## src/rtl/sargantana_hpdc_pkg.sv

```systemverilog
// Shared port map, port id type and arbiter state encoding for the L1.5 request path.
// Holds declarations only; it adds no logic and no latency.
package sargantana_hpdc_pkg;

  localparam int unsigned HPDC_NUM_PORTS = 6;

  localparam int unsigned ICACHE   = 0;
  localparam int unsigned DCACHE   = 1;
  localparam int unsigned WBUF     = 2;
  localparam int unsigned UC_READ  = 3;
  localparam int unsigned UC_WRITE = 4;
  localparam int unsigned AMO      = 5;

  typedef logic [$clog2(HPDC_NUM_PORTS)-1:0] portid_t;

  typedef enum logic {
    IDLE = 1'b0,
    REQ  = 1'b1
  } arb_state_e;

endpackage

```

## src/rtl/sargantana_sat_counter.sv

```systemverilog
// Saturating up/down counter that tracks one port's in-flight requests; the count updates one cycle after inc/dec.
// No backpressure: a simultaneous inc and dec cancel, and the count never wraps past 0 or Max.
module sargantana_sat_counter #(
  parameter int unsigned Width = 3,
  parameter int unsigned Max   = 4
) (
  input  logic             clk_i,
  input  logic             reset_l,
  input  logic             inc,
  input  logic             dec,
  output logic [Width-1:0] count,
  output logic             at_max,
  output logic             at_zero
);

  localparam logic [Width-1:0] MaxVal = Width'(Max);

  assign at_max  = (count == MaxVal);
  assign at_zero = (count == '0);

  always_ff @(posedge clk_i or negedge reset_l) begin
    if (!reset_l) begin
      count <= '0;
    end else if (inc && !dec && !at_max) begin
      count <= count + Width'(1);
    end else if (dec && !inc && !at_zero) begin
      count <= count - Width'(1);
    end
  end

endmodule

```

## src/rtl/sargantana_l15_req_arbiter.sv

```systemverilog
// Fixed-priority arbiter from NumPorts requesters to the L1.5: the grant is combinational, and the registered request appears on the next cycle.
// l15_val_o holds until header ack, which is followed by an IDLE bubble; a port whose outstanding count is at MaxOutstanding is not granted.
module sargantana_l15_req_arbiter
  import sargantana_hpdc_pkg::*;
#(
  parameter int unsigned NumPorts       = HPDC_NUM_PORTS,
  parameter int unsigned ReqWidth       = 128,
  parameter int unsigned MaxOutstanding = 4,
  localparam int unsigned PortIdW       = (NumPorts > 1) ? $clog2(NumPorts) : 1,
  localparam int unsigned CntW          = $clog2(MaxOutstanding + 1)
) (
  input  logic                         clk_i,
  input  logic                         reset_l,
  input  logic [NumPorts-1:0]          req_valid_i,
  output logic [NumPorts-1:0]          req_ready_o,
  input  logic [NumPorts*ReqWidth-1:0] req_data_i,
  output logic                         l15_val_o,
  output logic [ReqWidth-1:0]          l15_data_o,
  output logic [PortIdW-1:0]           l15_portid_o,
  input  logic                         l15_header_ack_i,
  input  logic                         rtrn_valid_i,
  input  logic [PortIdW-1:0]           rtrn_portid_i,
  output logic [NumPorts*CntW-1:0]     outstanding_o,
  output logic                         err_o
);

  arb_state_e          state;
  logic [NumPorts-1:0] at_max;
  logic [NumPorts-1:0] at_zero;
  logic [NumPorts-1:0] eligible;
  logic [NumPorts-1:0] grant;
  logic [NumPorts-1:0] inc;
  logic [NumPorts-1:0] dec;
  logic [CntW-1:0]     count [NumPorts];
  logic [PortIdW-1:0]  grant_idx;
  logic                any_eligible;
  logic                rtrn_err;
  logic                ack_err;

  // Eligibility uses the registered counts, so a return this cycle unblocks only on the next cycle.
  assign eligible = req_valid_i & ~at_max;

  always_comb begin
    grant        = '0;
    grant_idx    = '0;
    any_eligible = 1'b0;
    for (int p = 0; p < NumPorts; p++) begin
      if (eligible[p] && !any_eligible) begin
        grant[p]     = 1'b1;
        grant_idx    = PortIdW'(p);
        any_eligible = 1'b1;
      end
    end
  end

  assign req_ready_o = (reset_l && state == IDLE) ? grant : '0;
  assign l15_val_o   = (state == REQ);

  always_comb begin
    inc = '0;
    dec = '0;
    for (int p = 0; p < NumPorts; p++) begin
      inc[p] = (state == REQ) && l15_header_ack_i && (l15_portid_o == PortIdW'(p));
      dec[p] = rtrn_valid_i && (rtrn_portid_i == PortIdW'(p)) && !at_zero[p];
    end
  end

  // A return that matches no port with a nonzero count is out of range or an underflow.
  assign rtrn_err = rtrn_valid_i && (dec == '0);
  assign ack_err  = l15_header_ack_i && (state != REQ);

  always_ff @(posedge clk_i or negedge reset_l) begin
    if (!reset_l) begin
      state        <= IDLE;
      l15_data_o   <= '0;
      l15_portid_o <= '0;
      err_o        <= 1'b0;
    end else begin
      if (rtrn_err || ack_err) begin
        err_o <= 1'b1;
      end
      case (state)
        IDLE: begin
          if (any_eligible) begin
            l15_data_o   <= req_data_i[32'(grant_idx)*ReqWidth +: ReqWidth];
            l15_portid_o <= grant_idx;
            state        <= REQ;
          end
        end
        REQ: begin
          if (l15_header_ack_i) begin
            state <= IDLE;
          end
        end
        default: state <= IDLE;
      endcase
    end
  end

  for (genvar p = 0; p < NumPorts; p++) begin : g_cnt
    sargantana_sat_counter #(
      .Width (CntW),
      .Max   (MaxOutstanding)
    ) u_cnt (
      .clk_i   (clk_i),
      .reset_l (reset_l),
      .inc     (inc[p]),
      .dec     (dec[p]),
      .count   (count[p]),
      .at_max  (at_max[p]),
      .at_zero (at_zero[p])
    );
    assign outstanding_o[p*CntW +: CntW] = count[p];
  end

endmodule
```

## config.mk

```make
export PLATFORM = sky130hd
export DESIGN_NAME = sargantana_l15_req_arbiter
export DESIGN_NICKNAME = d
export VERILOG_FILES = /design/src/rtl/sargantana_hpdc_pkg.sv /design/src/rtl/sargantana_sat_counter.sv /design/src/rtl/sargantana_l15_req_arbiter.sv
export SDC_FILE = /design/constraint.sdc
export NUM_CORES = 1
export LEC_CHECK = 0
export CAP_MARGIN = 5
export CORE_AREA = 4 4 365 367
export DETAILED_ROUTE_END_ITERATION = 12
export DIE_AREA = 0 0 369 371
export RECOVER_POWER = 100
export SLEW_MARGIN = 15
export SYNTH_ARGS = -nofsm -noshare
export SYNTH_HDL_FRONTEND = slang
export SYNTH_SLANG_ARGS = --single-unit
```

## constraint.sdc

```tcl
create_clock -name clk_i -period 3.1 [get_ports clk_i]
set_input_delay 0.62 -clock clk_i [delete_from_list [all_inputs] [get_ports clk_i]]
set_output_delay 0.62 -clock clk_i [all_outputs]
set_load 0.005 [all_outputs]
```

## After elaboration in Yosys (flattened, before gate mapping)

Index checks and enable logic that the tools add are counted.

| cells by class | value |
|---|---|
| reductions and logical operators | 97 |
| shifts and indexed selects | 1 |
| bitwise logic cells | 3 |
| add/sub/neg operators | 12 |
| equality and inequality tests | 16 |
| muxes and demuxes | 32 |

Operator list:

| cell | number |
|---|---|
| $shiftx 768x11->128 | 1 |
| $logic_and 1x1->1 | 51 |
| $mux 3 | 14 |
| $eq 3x3->1 const B | 10 |
| $logic_not 1->1 | 29 |
| $logic_not 3->1 | 8 |
| $add 3x1->3 const B | 6 |
| $sub 3x1->3 const B | 6 |
| $mux 1 | 14 |
| $eq 3x2->1 const B | 4 |
| $reduce_bool 2->1 | 6 |
| $and 6x6->6 | 1 |
| $eq 3x1->1 const B | 2 |
| $logic_not 6->1 | 1 |
| $mux 6 | 1 |
| $not 6->6 | 1 |
| $mux 2 | 2 |
| $pmux 1 s2 | 1 |
| $reduce_and 2->1 | 1 |
| $logic_or 1x1->1 | 1 |
| $not 1->1 | 1 |

| storage, ports and cells | value |
|---|---|
| output and inout bits | 157 |
| bits of input ports | 781 |
| word-level logic and storage cells | 171 |
| register bits after elaboration | 151 |

## Logic depth before layout (Yosys ltp)

Gate-level depths: netlist of run 1.

| depth | value |
|---|---|
| word-level depth | 21 |
| gate-level depth with buffers | 11 |
| depth with buffers taken out | 8 |

## Modules after synthesis

Synthesis of run 1 repeated with hierarchy kept, for this count alone.

| second synthesis, totals | value |
|---|---|
| cell total of the unflattened synthesis | 1209 |
| area, all modules | 12391.9 sq um |

By module, submodules not included:

| module | instances | sequential area each (sq um) | cells each | area each (sq um) |
|---|---|---|---|---|
| sargantana_l15_req_arbiter | 1 | 3328.2 | 1083 | 11138.2 |
| sargantana_sat_counter | 6 | 75.1 | 21 | 209.0 |

## Worst setup path after synthesis of run 1

Ideal clock, no wire load.

| timing path | value |
|---|---|
| path type | input to register |
| start | input port l15_header_ack_i |
| end | register g_cnt[4].u_cnt.count[2] |
| cell stages on the path | 8 |
| buffers on the path | 0 |
| setup slack | 330 ps |
| arrival | 2703 ps |
| required time | 3033 ps |
| library setup time | 67 ps |
| path through | nand3_1 nor3_1 o211ai_1 fa_1 or4_1 a21oi_1 a31oi_1 nand2_1 |

| between the ends | value |
|---|---|
| longest elaborated chain between the ends | 6 |
| elaborated cells on any way between the ends | 9 |
| classes of those cells | mux (1); reduce/logical (8) |

Ends and longest elaborated chain:

| element | line | RTL |
|---|---|---|
| start: declaration | sargantana_l15_req_arbiter.sv:20 | `input logic l15_header_ack_i,` |
| $logic_and 1x1->1 * (2 in series) | sargantana_l15_req_arbiter.sv:63 | `inc[p] = (state == REQ) && l15_header_ack_i && (l15_portid_o == PortIdW'(p));` |
| $logic_not 1->1 | sargantana_sat_counter.sv:26 | `end else if (dec && !inc && !at_zero) begin` |
| $logic_and 1x1->1 (2 in series) | sargantana_sat_counter.sv:26 |  |
| $reduce_bool 2->1 (no source line) | -- |  |
| end signal: assignment | sargantana_sat_counter.sv:25 | `count <= count + Width'(1);` |
| end signal: assignment | sargantana_sat_counter.sv:27 | `count <= count - Width'(1);` |
| end: declaration | sargantana_sat_counter.sv:11 | `output logic [Width-1:0] count,` |

Mark *: on every way between the ends. The rest lies on a longest branch, timed or not.
A chain may end at the register's enable or synchronous reset.

## Worst setup path in the final report of run 1

| timing path | value |
|---|---|
| start | register g_cnt[4].u_cnt.count[1] |
| end | register l15_data_o[118] |

| between the ends | value |
|---|---|
| longest elaborated chain between the ends | 9 |
| elaborated cells on any way between the ends | 12 |
| classes of those cells | eq/ne (1); shift (1); mux (4); bitwise (2); reduce/logical (4) |

Ends and longest elaborated chain:

| element | line | RTL |
|---|---|---|
| $eq 3x3->1 * | sargantana_sat_counter.sv:18 | `assign at_max = (count == MaxVal);` |
| $not 6->6 * | sargantana_l15_req_arbiter.sv:41 | `assign eligible = req_valid_i & ~at_max;` |
| $and 6x6->6 * | sargantana_l15_req_arbiter.sv:41 |  |
| $logic_and 1x1->1 * | sargantana_l15_req_arbiter.sv:48 | `if (eligible[p] && !any_eligible) begin` |
| $mux 1 | sargantana_l15_req_arbiter.sv:48 |  |
| $logic_not 1->1 | sargantana_l15_req_arbiter.sv:48 |  |
| $logic_and 1x1->1 | sargantana_l15_req_arbiter.sv:48 |  |
| $mux 3 / $mux 1 (equally long branches) | sargantana_l15_req_arbiter.sv:48 |  |
| $shiftx 768x11->128 / $reduce_and 2->1 (equally long branches) | -- |  |
| end signal: assignment | sargantana_l15_req_arbiter.sv:85 | `l15_data_o <= req_data_i[32'(grant_idx)*ReqWidth +: ReqWidth];` |
| end: declaration | sargantana_l15_req_arbiter.sv:18 | `output logic [ReqWidth-1:0] l15_data_o,` |

Marked as above.

==> impl_metrics.csv, run 1 <==
group,metric,value,unit
clocking,cts_buffer_depth,2,
timing,hold_viol_final,0,
power,power.total,16.4,mW
placed_design,portBuffers,937,
timing,skew,0.0258,ns
timing,final.setup.tns,0,ns
power,ir_drop,0.406,mV
worst_setup_path,crit_family,"compound AO/OA/AOI/OAI gates",
routing,via_per_inst,3.98,
routing,drt-wirelength-per-cell,27.2,um
placed_design,post-place-ws,-0.426,ns
floorplanning,die_area,137000,sq um
worst_setup_path,critPathMaxFanout,53,
grt,grt.overflow.total,0,
final_layout,fin_area,25600,sq um
clocking,clk_latency,0.52,ns
grt,grt_pass1_wl,152000,um
grt,grtUsageTotal,0.163,
timing,maxSlewViolCount,29,
routing,via_count,17200,
timing,hold-worst-slack,0.347,ns
timing,slew_headroom,-0.276,
synth,ys_ff_latch,151,
worst_setup_path,crit_type,"reg2reg",
placed_design,gp_congestion,0.913,
outcome,violations,"max-capacitance violations, max-slew violations",
worst_setup_path,cp_common_cell,"buf_4",
clocking,htreeDepth,4,
routing,drt-initial-drc-count,1400,
timing,setup_slack,0.121,ns
final_layout,fin_cells,4320,
final_layout,drive_gt1_frac,0.105,
synth,synthesis.area,11900,sq um
worst_hold_path,hold_class,"in2async",
synth,syn_avg_cell_area,7.92,sq um
timing,tightestPinTransition,1.91,ns
grt,antenna_found_initial,58,
timing,rsz0062_at_grt,"no",
clocking,cts_tree,"yes",
outcome,outcome,"finished with violations",
synth,synth_edf_count,0,
worst_setup_path,critPathMaxStageDelay,0.60,ns
floorplanning,core_area,129000,sq um
synth,ys_types,52,
floorplanning,initial_utilization,0.0922,
placed_design,post_dp_cell_area,25000,sq um
worst_setup_path,crit_path_end_kind,"flip-flop",
final_layout,final_net_count,3341,
routing,firstDrtPassIters,5,
final_layout,final_core_util,0.197,
floorplanning,fp.dieW,369,um
synth,synthArstFlopShare,1.00,
timing,finalCritPeriodShare,0.961,
clocking,clockRootBuffer,"clkbuf_16",
grt,grt_start_max_net_pins,86,
worst_setup_path,crit_chain,"or3b_1, a221oi_2, buf_4, o211a_4, buf_12, a21oi_1, a221oi_1, buf_4, a211o_1",
worst_setup_path,critPathLaunchType,"flip-flop",
synth,synthFlopType,"dfrtp_1",
grt,grt_pass1_vias,17000,
floorplanning,die_y,371,um
worst_setup_path,path_buf_inv,3,
floorplanning,rows,132,
synth,ys_seq_area_frac,0.316,
final_layout,areaGrowthSynthToFinish,114,%
worst_setup_path,cp.required,3.55,ns
worst_setup_path,crit_path_top_delay_cell,"a221oi_1",
clocking,cts_num_sinks,151,
clocking,cts.clk_slew.worst_paths,0.08,ns
placed_design,dpl.hpwl,101000,um
clocking,numCtsBuffers,17,
power,power_density,641,nW/um^2
routing,drc,0,
run,drv_cap,1,
timing,max_freq,0.336,GHz
placed_design,dpl.cell_count,4270,
routing,routed_wl,118000,um
power,p_leak,11.0,nW
synth,ys_warn_count,0,
timing,setup_viol,0,
timing,period_needed,2.98,ns
synth,synthCells,1507,
worst_setup_path,cp.arrival,3.43,ns
floorplanning,pin_count,938,
routing,ant_nets,0,
synth,synth_fp_nets,2294,
-- layer usage --
metal,global-route usage,vias up,part of all wire
li1,-,7730,-
met2,0.266,862,0.47
met3,0.0500,119,0.080
met4,0.0299,20,0.014
met1,0.213,8478,0.44
met5,0,-,0.0010
-- cells in the mapped netlist (10+ instances only) --
library cell	n	area, sq um
nand2_1	394	1480
a21oi_1	262	1310
dfrtp_1	151	3780
mux2i_1	129	1290
a211o_1	125	1090
a221oi_1	125	1090
clkbuf_1	77	289
buf_2	58	290
nor2_1	24	90.1
o21ai_0	21	105
nand3_1	15	75.1
o211ai_1	10	75.1
-- layout by cell type, fill, tap and decap left out, drive strengths merged, types with 4 or more instances in the layout --
master,count
clkdlybuf4s50,777
nand2,394
a21oi,262
buf,204
dlygate4sd3,154
dfrtp,151
mux2i,129
a221oi,126
a211o,125
clkbuf,55
nor2,24
o21ai,21
nand3,15
diode,11
o211ai,10
inv,9
nor3,7
xnor2,7
nor3b,7
fa,6
a211oi,6
xor2,5
a31oi,5
or3b,5
o22ai,4
o22a,4
clkinvlp,4
or3,4
a2bb2oi,4
and2,4
-- flip-flops by register name, summed over array words and instances, names as in the netlist --
signal             flops
g_cnt.u_cnt.count     18
l15_portid_o           3
l15_val_o              1
err_o                  1
l15_data_o           128
-- cell families (layout without fill, tap and decap cells) --
logic type / after synthesis / in the layout / synth area share
buffers and inverters: 153 / 1213 / 0.0570
muxes: 132 / 132 / 0.111
AOI/OAI and AO/OA: 579 / 579 / 0.335
adders and majority gates: 6 / 6 / 0.0101
DFF: 151 / 151 / 0.316
and+or+nand+nor: 474 / 474 / 0.162
xor gates and xnor gates: 12 / 12 / 0.00880
other: 0 / 11 / 0
-- repair_timing --
action,4_1_cts,5_1_grt
hold buffers,0,0
buffers inserted,7,0
pin swaps,4,1
resized for setup,14,5
setup endpoints to repair,32,4
-- worst paths after layout --
check,start,to,slack (ns),cells after the start
max in group asynchronous,reset_l,l15_data_o[46]$_DFFE_PN0P_,0.34,3
setup / recovery,g_cnt[4].u_cnt.count[1]$_DFFE_PN0P_,l15_data_o[118]$_DFFE_PN0P_,0.12,9
hold / removal,reset_l,l15_val_o$_DFF_PN0_,0.35,2
hold reg to reg,l15_data_o[10]$_DFFE_PN0P_,l15_data_o[10]$_DFFE_PN0P_,0.48,1
setup reg to reg,g_cnt[4].u_cnt.count[1]$_DFFE_PN0P_,l15_data_o[118]$_DFFE_PN0P_,0.12,9
min in group clk_i,l15_data_o[10]$_DFFE_PN0P_,l15_data_o[10]$_DFFE_PN0P_,0.48,1
-- final cells by class --
cell class	instances	area, sq um
Antenna cell	11	27.5
Clock buffer	19	443
Clock inverter	13	144
Fill cell	14500	104000
Inverter	5	18.8
Multi-Input combinational cell	1203	7530
Sequential cell	151	3780
Tap cell	1742	2180
Timing Repair Buffer	1176	11400
-- report_power, final --
part	total (mW)	switching [mW]	internal [mW]
clock network	2.42	1.20	1.22
registers	3.66	0.718	2.94
logic	10.3	5.17	5.13
total	16.4	7.09	9.29
No activity file was read; power rests on OpenSTA's default activity.
==> run 2, diff against run 1 <==
GPL_ROUTABILITY_DRIVEN = 0   (was unset)
==> run 2 against run 1 <==
The run still ends with max-capacitance violations, max-slew violations left. Fmax rose by 0.21%. Sequential power hardly changed. Routed wire length down 2.4%. Hold slack hardly changed. Cell area is 0.85% higher. Sequential share of layout area shrank 0.12 points. Clock power hardly changed. Total power grew 0.40%. Non-clock buffer count increased by 11. Largest cell class unchanged.
==> impl_metrics.csv, run 2 (synthesis gave the netlist of run 1 again) <==
group,metric,value,unit
worst_setup_path,path_buf_inv,3,
outcome,outcome,"finished with violations",
final_layout,largest_register,"l15_data_o",
clocking,cts_hold_buf,0,
worst_setup_path,critPathMaxFanout,29,
timing,final.setup.tns,0,ns
worst_setup_path,r2r-end,"l15_data_o[125]$_DFFE_PN0P_",
clocking,cts_tree,"yes",
final_layout,layout_common_cells,"clkdlybuf4s50_1, nand2_1, a21oi_1",
final_layout,reg_top3,"l15_data_o x128, g_cnt.u_cnt.count x18, l15_portid_o x3",
final_layout,fillers,14400,
floorplanning,pin_count,938,
grt,busiest_layer,"met2",
placed_design,dpl.hpwl,99100,um
worst_setup_path,crit_path_end_kind,"flip-flop",
power,ir_drop,0.400,mV
grt,grt_util_met3,0.0525,
final_layout,fin_area,25800,sq um
final_layout,areaGrowthSynthToFinish,116,%
routing,drt-wirelength-per-cell,26.5,um
timing,slew_headroom,-0.0777,
worst_setup_path,ff2ff_setup_slack,0.13,ns
clocking,numCtsBuffers,17,
floorplanning,core_area,129000,sq um
worst_setup_path,cp.arrival,3.43,ns
worst_setup_path,crit_chain,"or3b_4, a221oi_2, o211ai_1, buf_12, buf_4, mux2i_1, a221oi_2, buf_4, a211o_1",
grt,met1_usage,0.203,
grt,grt_start_max_net_pins,78,
worst_setup_path,crit_type,"reg2reg",
outcome,violations,"max-capacitance violations, max-slew violations",
timing,setup_slack,0.127,ns
timing,setup_viol,0,
timing,tightestPinTransition,1.62,ns
timing,period_needed,2.97,ns
worst_setup_path,critPathLaunchType,"flip-flop",
routing,drt-initial-drc-count,1383,
grt,grt.overflow.total,0,
floorplanning,die_y,371,um
final_layout,regArea,3780,sq um
worst_hold_path,hold_class,"in2async",
clocking,cts_num_sinks,151,
timing,maxSlewViolCount,70,
final_layout,layout_commonest_cell,"clkdlybuf4s50_1",
floorplanning,rows,132,
routing,firstDrtPassIters,5,
grt,grt_pass1_wl,148000,um
worst_setup_path,r2r-start,"g_cnt[4].u_cnt.count[2]$_DFFE_PN0P_",
timing,max_freq,0.336,GHz
grt,grtUsageTotal,0.158,
grt,grt_pass1_vias,17100,
placed_design,post_dp_cell_area,25000,sq um
grt,antenna_found_initial,56,
floorplanning,initial_utilization,0.0922,
routing,ant_nets,0,
worst_setup_path,cp.required,3.56,ns
final_layout,drive_gt1_frac,0.119,
timing,finalCritPeriodShare,0.959,
worst_setup_path,setup.worst_path.start,"g_cnt[4].u_cnt.count[2]$_DFFE_PN0P_",
clocking,clk_latency,0.52,ns
run,drv_cap,2,
routing,via_count,17500,
final_layout,fin_cells,4336,
placed_design,portBuffers,937,
routing,via_per_inst,4.03,
worst_setup_path,crit_family,"compound AO/OA/AOI/OAI gates",
placed_design,dpl.cell_count,4277,
clocking,cts_buffer_depth,2,
worst_setup_path,crit_path_top_delay_cell,"a221oi_2",
grt,use_met2,0.258,
timing,skew,0.0225,ns
power,power_density,638,nW/um^2
clocking,cts.clk_slew.worst_paths,0.09,ns
worst_setup_path,critPathMaxStageDelay,0.54,ns
final_layout,largest_reg_flops,128,
clocking,htreeDepth,4,
routing,routed_wl,115000,um
final_layout,final_net_count,3352,
timing,hold_viol_final,0,
floorplanning,die_area,137000,sq um
clocking,clockRootBuffer,"clkbuf_16",
power,p_leak,11.2,nW
placed_design,post-place-ws,-0.371,ns
floorplanning,fp.dieW,369,um
routing,drc,0,
worst_setup_path,ff2ff_path_depth,9,
final_layout,multiInputGateArea,7580,sq um
[run 2: cell type report]
class                   count  share of cell area
repair buffers           1187               0.449
diodes                     16             0.00155
flip-flops and latches    151               0.147
multi-input cells        1203               0.294
clock inverters            12             0.00636
well taps                1742              0.0845
clock buffers              20              0.0173
inverters                   5            0.000728
[run 2: worst max-delay path by stage]
| stage | endpoint | slack [ns] | cells past startpoint |
|---|---|---|---|
| after CTS | req_ready_o[2] | 0.01 | 6 |
| after floorplan | g_cnt[4].u_cnt.count[2]$_DFFE_PN0P_ | 0.33 | 8 |
| after global routing | l15_data_o[69]$_DFFE_PN0P_ | -0.05 | 10 |
| after global placement | l15_data_o[53]$_DFFE_PN0P_ | -0.35 | 11 |
| after detailed placement | l15_data_o[53]$_DFFE_PN0P_ | -0.37 | 11 |
| final | l15_data_o[125]$_DFFE_PN0P_ | 0.13 | 9 |
[run 2: through the flow]
stage	hold slack (ns)	util	total power, mW
after CTS	0.0729	0.198	17.0
after floorplan	0.324	-	8.02
final	0.347	0.199	16.4
after detailed placement	0.475	0.193	14.3
after global routing	0.340	0.199	17.5
after global placement	0.469	0.193	14.2
[run 2: power breakdown]
group          switching, mW  leakage, nW  internal (mW)
registers              0.698         1.85           2.94
clock network           1.13        0.284           1.30
logic                   5.11         9.02           5.26
[run 2: layer usage]
| layer | wire length [um] | share of wire |
|---|---|---|
| met5 | 144 | 0.0013 |
| met4 | 2290 | 0.020 |
| met3 | 9990 | 0.087 |
| met2 | 53400 | 0.47 |
| met1 | 49000 | 0.43 |
[run 2: timing repair]
item / in CTS / in global routing
cloned: 0 / 1
pin swaps: 4 / 3
gates resized for setup: 15 / 15
setup endpoints to repair: 8 / 24
endpoints found under the hold margin: 0 / 0
setup buffers: 7 / 3
[run 2: worst reg2reg max path: stages, from the launching register on]
cell and delay, ns:
dfrtp_1 0.47, or3b_4 0.45, a221oi_2 0.27, o211ai_1 0.26, buf_12 0.27, buf_4 0.23
mux2i_1 0.14, a221oi_2 0.54, buf_4 0.21, a211o_1 0.09
==> run 3, diff against run 2 <==
CAP_MARGIN = unset   (was 5)
REMOVE_ABC_BUFFERS = 1   (was unset)
==> run 3 against run 2 <==
The run still ends with max-capacitance violations, max-slew violations left. Clock power down 7%. Hold slack better by 0.14 ns. Die area unchanged. Sequential share of layout area up 0.14 points. Critical endpoint is now l15_data_o[113]$_DFFE_PN0P_.
==> impl_metrics.csv, run 3 (synthesis gave the netlist of run 1 again) <==
group,metric,value,unit
clocking,htreeDepth,4,
timing,setup_viol,0,
clocking,cts.clk_slew.worst_paths,0.08,ns
routing,drt-wirelength-per-cell,26.4,um
placed_design,post_dp_cell_area,24900,sq um
worst_setup_path,cp.required,3.49,ns
power,switchingPower,7.05,mW
clocking,cts_buffer_depth,2,
worst_hold_path,hold_depth,2,
final_layout,fin_area,25500,sq um
final_layout,final_core_util,0.197,
grt,grtUsageTotal,0.158,
grt,grt_start_max_net_pins,53,
floorplanning,rows,132,
power,ir_drop,0.434,mV
placed_design,dpl.hpwl,97600,um
worst_hold_path,min_from,"err_o$_DFFE_PN0P_",
timing,period_needed,3.00,ns
floorplanning,die_y,371,um
final_layout,fillers,14500,
power,clkPwrFrac,0.139,
worst_setup_path,critPathLaunchType,"flip-flop",
outcome,violations,"max-capacitance violations, max-slew violations",
timing,slew_headroom,-0.0501,
floorplanning,die_area,137000,sq um
grt,grt_pass1_wl,146000,um
clocking,cts_num_sinks,151,
floorplanning,core_area,129000,sq um
floorplanning,pin_count,938,
timing,setup_slack,0.101,ns
power,swShare,0.434,
final_layout,reg_top3,"l15_data_o x128, g_cnt.u_cnt.count x18, l15_portid_o x3",
worst_hold_path,hold_class,"reg2reg",
placed_design,portBuffers,937,
final_layout,largest_register,"l15_data_o",
final_layout,areaGrowthSynthToFinish,114,%
grt,grt_pass1_vias,16700,
final_layout,layout_common_cells,"clkdlybuf4s50_1, nand2_1, a21oi_1",
routing,via_per_inst,4.03,
floorplanning,fp.dieW,369,um
clocking,numCtsBuffers,17,
worst_setup_path,r2r-start,"g_cnt[1].u_cnt.count[2]$_DFFE_PN0P_",
worst_setup_path,setup.worst_path.start,"g_cnt[1].u_cnt.count[2]$_DFFE_PN0P_",
timing,hold-worst-slack,0.483,ns
routing,drc,0,
worst_setup_path,cp.arrival,3.39,ns
grt,grt.overflow.total,0,
routing,ant_nets,0,
power,p_leak,10.8,nW
power,power_density,637,nW/um^2
run,drv_cap,1,
timing,tightestPinTransition,1.58,ns
final_layout,drive_gt1_frac,0.0992,
clocking,cts_tree,"yes",
worst_setup_path,critPathMaxFanout,31,
final_layout,fin_cells,4290,
final_layout,largest_reg_flops,128,
power,power.total,16.2,mW
timing,finalCritPeriodShare,0.967,
clocking,clk_latency,0.54,ns
outcome,outcome,"finished with violations",
grt,antenna_found_initial,101,
timing,skew,0.0308,ns
final_layout,layout_commonest_cell,"clkdlybuf4s50_1",
power,pwr-share-seq,0.230,
timing,max_freq,0.333,GHz
placed_design,post-place-ws,-0.568,ns
routing,via_count,17300,
timing,hold_viol_final,0,
final_layout,final_net_count,3294,
placed_design,dpl.cell_count,4227,
worst_setup_path,crit_path_end_kind,"flip-flop",
routing,firstDrtPassIters,5,
timing,rsz0062_at_grt,"no",
routing,routed_wl,113000,um
worst_setup_path,crit_type,"reg2reg",
clocking,clockRootBuffer,"clkbuf_16",
worst_setup_path,ff2ff_path_depth,9,
floorplanning,initial_utilization,0.0922,
power,power.internal,9.20,mW
timing,final.setup.tns,0,ns
timing,maxSlewViolCount,53,
routing,drt-initial-drc-count,1427,
power,power_frac_comb,0.631,
-- run 3: cell types whose count changed in the layout (fill, tap and decap cells not counted), moves of 3 or more --
cell | previous run | this run
clkbuf_4 | 1 | 4
dlymetal6s2s_1 | 3 | 0
nor2_1 | 24 | 21
clkbuf_2 | 1 | 6
diode_2 | 16 | 28
bufinv_16 | 3 | 0
a221oi_1 | 119 | 123
buf_4 | 217 | 134
buf_12 | 22 | 42
mux2i_2 | 3 | 0
buf_8 | 0 | 4
mux2i_1 | 126 | 129
a221oi_2 | 7 | 2
-- run 3: per-layer routing --
layer	vias to the layer above	wire, um	GRT usage
li1	7658	-	-
met4	68	1850	0.0348
met3	182	14000	0.0802
met5	-	412	0
met1	8382	46600	0.196
met2	999	50400	0.243
-- run 3: area by class of cell --
class	instances	area (sq um)	area share
Timing Repair Buffer	1129	11300	0.444
Sequential cell	151	3780	0.148
Antenna cell	28	70.1	0.00274
Clock inverter	14	116	0.00456
Multi-Input combinational cell	1203	7590	0.297
Clock buffer	18	429	0.0168
Tap cell	1742	2180	0.0854
Inverter	5	18.8	0.000735
-- run 3: what timing repair did --
action | 4_1_cts | 5_1_grt
hold buffers | 1 | 0
buffers inserted | 0 | 2
setup endpoints to repair | 16 | 23
resized for setup | 16 | 5
pin swaps | 0 | 3
endpoints found under the hold margin | 6 | 0
-- run 3: worst max-delay path: stages, from the launching register on --
cell	delay (ns)
dfrtp_1	0.49
nor3b_1	0.36
buf_4	0.19
o22ai_1	0.11
o211ai_1	0.25
clkbuf_4	0.37
buf_12	0.24
mux2i_1	0.35
a221oi_4	0.18
a211o_1	0.29
-- run 3: path summary, 6_finish.rpt --
check                                              endpoint  slack [ns]
max in group asynchronous       l15_data_o[108]$_DFFE_PN0P_        0.29
worst min-delay path                      err_o$_DFFE_PN0P_        0.48
worst max-delay path            l15_data_o[113]$_DFFE_PN0P_        0.10
worst max register to register  l15_data_o[113]$_DFFE_PN0P_        0.10
min in group asynchronous        l15_data_o[80]$_DFFE_PN0P_        0.50
worst min register to register            err_o$_DFFE_PN0P_        0.48
-- run 3: power groups by stage --
stage / sequential, mW / clock, mW / combinational, mW
after CTS: 3.77 / 2.42 / 10.7
final: 3.74 / 2.26 / 10.2
after global placement: 3.75 / 0 / 10.5
after floorplan: 3.61 / 0 / 4.21
after detailed placement: 3.79 / 0 / 10.6
after global routing: 3.85 / 2.45 / 11.0
